## config.mk

```make
export PLATFORM = sky130hd
export DESIGN_NAME = calc_result_reader
export DESIGN_NICKNAME = d
export VERILOG_FILES = /design/src/rtl/calc_result_reader.sv
export SDC_FILE = /design/constraint.sdc
export NUM_CORES = 1
export LEC_CHECK = 0
export ABC_CLOCK_PERIOD_IN_PS = 4300
export CAP_MARGIN = 20
export CORE_MARGIN = 2
export CORE_UTILIZATION = 54
export DETAILED_ROUTE_END_ITERATION = 8
export GPL_ROUTABILITY_DRIVEN = 0
export MAX_ROUTING_LAYER = met4
export PLACE_DENSITY = 0.81
export SYNTH_ARGS = -nofsm -noshare
export SYNTH_HDL_FRONTEND = slang
export SYNTH_SLANG_ARGS = --single-unit
export TNS_END_PERCENT = 100
```

## constraint.sdc

```tcl
create_clock -name clk -period 4.3 [get_ports clk]
set_input_delay 1.075 -clock clk [delete_from_list [all_inputs] [get_ports clk]]
set_output_delay 1.075 -clock clk [all_outputs]
set_load 0.01 [all_outputs]
```

## src/rtl/calc_result_reader.sv

```systemverilog
// Reads the processor's signed result word and converts its magnitude to 10 BCD digits plus sign
// (double dabble, one bit per clock). Define RESULT_STATUS_POLL_EN to poll the done flag first.
module calc_result_reader #(
  parameter logic [31:0] RESULT_ADDR = 32'd28
`ifdef RESULT_STATUS_POLL_EN
  , parameter logic [31:0] STATUS_ADDR = 32'd32
`endif
) (
  input  logic        clk,
  input  logic        rst,
  input  logic        leaResult,
  output logic [31:0] address,
  output logic        mem_rd,
  input  logic [31:0] mem_rdata,
  input  logic        mem_ack,
  output logic [39:0] result_bcd,
  output logic        result_neg,
  output logic        result_valid,
  output logic        busy
);

  typedef enum logic [2:0] {
    IDLE,
`ifdef RESULT_STATUS_POLL_EN
    POLL,
    PAUSE,
`endif
    READ,
    ABS,
    CONV,
    DONE
  } state_t;

  state_t      state, state_n;
  logic        lea_q;
  logic        start;
  logic [4:0]  cnt;
  logic [31:0] mag;
  logic        neg_pend;
  logic [39:0] bcd_sr;
  logic [39:0] bcd_adj;
  logic [71:0] shift_n;

  assign start        = leaResult & ~lea_q;
  assign busy         = (state != IDLE) && (state != DONE);
  assign result_valid = (state == DONE);
`ifdef RESULT_STATUS_POLL_EN
  assign mem_rd       = (state == POLL) || (state == READ);
`else
  assign mem_rd       = (state == READ);
`endif

  always_ff @(posedge clk) begin
    if (rst) state <= IDLE;
    else     state <= state_n;
  end

  always_comb begin
    state_n = state;
    case (state)
      IDLE, DONE: begin
        if (start) begin
`ifdef RESULT_STATUS_POLL_EN
          state_n = POLL;
`else
          state_n = READ;
`endif
        end
      end
`ifdef RESULT_STATUS_POLL_EN
      POLL:  if (mem_ack) state_n = mem_rdata[0] ? READ : PAUSE;
      PAUSE: state_n = POLL;
`endif
      READ:  if (mem_ack) state_n = ABS;
      ABS:   state_n = CONV;
      CONV:  if (cnt == 5'd31) state_n = DONE;
      default: state_n = IDLE;
    endcase
  end

  // Each double-dabble step: correct every nibble >= 5, then shift one magnitude bit in.
  always_comb begin
    bcd_adj = bcd_sr;
    for (int i = 0; i < 10; i++) begin
      if (bcd_sr[4*i +: 4] >= 4'd5) bcd_adj[4*i +: 4] = bcd_sr[4*i +: 4] + 4'd3;
    end
    shift_n = {bcd_adj, mag} << 1;
  end

  always_ff @(posedge clk) begin
    if (rst) begin
      lea_q      <= 1'b0;
      address    <= 32'd0;
      result_bcd <= 40'd0;
      result_neg <= 1'b0;
      cnt        <= 5'd0;
      mag        <= 32'd0;
      neg_pend   <= 1'b0;
      bcd_sr     <= 40'd0;
    end else begin
      lea_q <= leaResult;
      if (state_n == READ) address <= RESULT_ADDR;
`ifdef RESULT_STATUS_POLL_EN
      if (state_n == POLL) address <= STATUS_ADDR;
`endif
      case (state)
        READ: if (mem_ack) mag <= mem_rdata;
        ABS: begin
          neg_pend <= mag[31];
          mag      <= mag[31] ? (~mag + 32'd1) : mag;
          bcd_sr   <= 40'd0;
          cnt      <= 5'd0;
        end
        CONV: begin
          bcd_sr <= shift_n[71:32];
          mag    <= shift_n[31:0];
          cnt    <= cnt + 5'd1;
          if (cnt == 5'd31) begin
            result_bcd <= shift_n[71:32];
            result_neg <= neg_pend;
          end
        end
        default: ;
      endcase
    end
  end

endmodule

```

==> results.cfg <==
[sta]
tightest_slew_ns = 1.07
skew_ns = 0.00847
slew_headroom_pct = 28.3
timing.final.crit_share_pct = 67.0
hold_viol = 0
drv_slew = 0
tns_ns = 0
finalSetupViolations = 0
period_minus_slack_ns = 2.88
fmax_ghz = 0.347
rsz0062_at_grt = false

[yosys]
async_flop_share_pct = 0
netlist_top_cells_area = dfxtp_1, a21oi_1, nand2_1
synth-warning-count = 0
syn-cell-area_mm2 = 0.00683
synth-main-ff-cell = dfxtp_1
synth_top_area_share_pct = 36.4
synth.distinct_cells = 56
avgSynthCellArea_um2 = 7.61
yosysMostFrequentCell = dfxtp_1
yosysTopAreaCell = dfxtp_1
ys_seq_elements = 124
yosysSeqAreaShare_pct = 36.4
synthCells = 897
synth_edf_count = 0
synth_common_cells = dfxtp_1, nand2_1, a21oi_1

[clocking]
cts_hold_buf = 0
cts.sinks = 124
post_cts_buffers = 0
cts_root_buf = clkbuf_16
htree_num_levels = 4
insertion_delay_ns = 0.43
cts_resized = 0
clk_pin_slew_ns = 0.06
cts-buffers-inserted = 17
cts_tree = built
clockBufferDepth = 2

[worst_setup_path]
r2r-end = mag[30]
reg2regPathDepth = 7
worstPathArrival_ns = 1.80
critical_path.max_fanout = 10
cp_slowest_cell = clkdlybuf4s50_1
path_cells = inv_1 -> nand2_1 -> nor2_1 -> clkdlybuf4s50_1
path_delay_family = buffers and inverters
path_class = reg2out
critPathCaptureType = output pin
required_ns = 3.22
r2r_slack_ns = 1.72
path_buf_inv = 2
cpPeakStageDelay_ns = 0.56
cp-start-kind = flip-flop
reg2reg_from = mag[0]

[routing]
ant_nets = 0
num_vias = 6454
drcViolationCount = 0
avgRoutedWirePerCell_um = 14.7
totalWireLength_um = 16700
vias_per_cell = 5.71
first_pass_iters = 8
detail_route.iter0.violations = 636

[die]
dieArea_mm2 = 0.0136
core-area_mm2 = 0.0125
ios = 112
start_util_pct = 54.8
fp-row-count = 41
dieWidth_um = 116
die_y_um = 116

[layout]
fin_area_mm2 = 0.00820
antenna_cells = 0
area_growth_pct = 20.1
drive_above_1_share_pct = 6.68
num-nets-final = 1004

[global_routing]
grt_pass1_wl_um = 27800
first_global_vias = 5974
grt_max_degree = 72
grtUsageTotal_pct = 26.1
grt-ovfl-total = 0
antenna_found_initial = 0

[flow_run]
max-cap-violations = 0

[worst_hold_path]
hold_path_end = result_bcd[8]
min_from = result_bcd[8]
hold_class = reg2reg
holdPathStages = 2

[power_and_ir_drop]
power.density_mw_per_mm2 = 375
ir_drop_mv = 0.321
p_leak_uw = 0.00295

[placed_design]
port_buffers = 82
hpwlAfterDp_um = 10300
post_dp_cell_area_mm2 = 0.00761

[run_status]
status = completed
-- metal layers --
metal	global-route usage [%]	share of wire [%]	wire length (µm)	up-vias
li1	-	-	-	3211
met1	33.1	46	7680	3050
met2	40.9	47	7840	170
met3	6.12	5.5	913	23
met4	9.44	1.3	222	0
met5	-	0	0	-
-- through the flow --
step	setup WS (ns)	utilization [%]	std cells	hold slack (ns)	power, µW
6_report	1.42	65.8	1130	0.452	3080
5_1_grt	1.33	65.8	1130	0.469	3200
4_1_cts	1.42	65.8	1130	0.454	3090
3_5_place_dp	1.51	61.0	1098	0.446	1680
3_3_place_gp	1.56	61.0	1098	0.443	1670
2_1_floorplan	2.05	-	925	0.428	1580
-- logic make-up (layout without fill, tap and decap cells) --
family / count (synthesis) / after routing / synth area share [%]
AO/OA/AOI/OAI: 272 / 272 / 23.6
XOR/XNOR: 12 / 12 / 1.54
adder cells (fa/ha/maj): 23 / 23 / 4.21
buffers and inverters: 118 / 151 / 8.28
flip-flops: 124 / 124 / 36.4
multiplexers: 12 / 12 / 1.76
other: 1 / 29 / 0.0549
AND/OR/NAND/NOR: 335 / 335 / 24.2
-- sequential cells by signal (all words and copies together) (netlist names) --
register and cells:
result_neg 1, lea_q 1, bcd_sr 40, state 3, cnt 5, neg_pend 1, mag 32, address 1
result_bcd 40
-- power by group --
group          internal [µW]  switching, µW  leakage, µW
Clock                    887            523     0.000289
Combinational            168            272      0.00165
Sequential              1180           48.4      0.00100
Total                   2240            843      0.00295
-- worst max path at each step --
stage / startpoint / end / cells past startpoint
3_5_place_dp: mem_ack / mag[8] / 6
5_1_grt: state[2] / mem_rd / 4
4_1_cts: state[2] / mem_rd / 4
2_1_floorplan: state[0] / result_valid / 5
3_3_place_gp: mem_ack / mag[11] / 6
6_report: state[2] / mem_rd / 4
-- worst register-to-register path: stages, from the launching register on --
cell,delay [ns]
dfxtp_1,0.35
inv_1,0.07
ha_1,0.17
nor3b_1,0.59
nand3_1,0.49
or4_1,0.60
nand3_1,0.10
a21oi_1,0.07
-- placed cells by master (no fill, tap or decap), types with 4 or more instances in the layout --
| master | netlist | final |
|---|---|---|
| o21ai_0 | 68 | 68 |
| nor2_1 | 69 | 68 |
| nor2b_1 | 7 | 6 |
| o31ai_1 | 14 | 14 |
| xnor2_1 | 11 | 11 |
| and3_1 | 8 | 8 |
| or3_1 | 4 | 4 |
| nand2_1 | 121 | 121 |
| inv_1 | 25 | 25 |
| nand3_1 | 34 | 34 |
| buf_4 | 31 | 12 |
| conb_1 | 1 | 29 |
| clkdlybuf4s50_1 | 0 | 81 |
| o211ai_1 | 14 | 14 |
| clkbuf_8 | 0 | 6 |
| nor3_1 | 17 | 16 |
| ha_1 | 23 | 23 |
| a22oi_1 | 30 | 30 |
| mux2i_1 | 12 | 12 |
| nor3b_1 | 21 | 21 |
| a21oi_1 | 114 | 114 |
| dfxtp_1 | 124 | 123 |
| or4_1 | 11 | 11 |
| nand2b_1 | 20 | 19 |
| o21a_1 | 4 | 4 |
| clkbuf_16 | 0 | 17 |
-- cell type report --
type,count,area (µm²)
Multi-Input combinational cell,683,3910
Fill cell,1083,4270
Timing Repair Buffer,93,901
Sequential cell,124,2480
Clock inverter,8,81.3
Clock buffer,24,512
Inverter,26,97.6
Tap cell,172,215
Note: power is estimated with default switching activity, not from simulation.
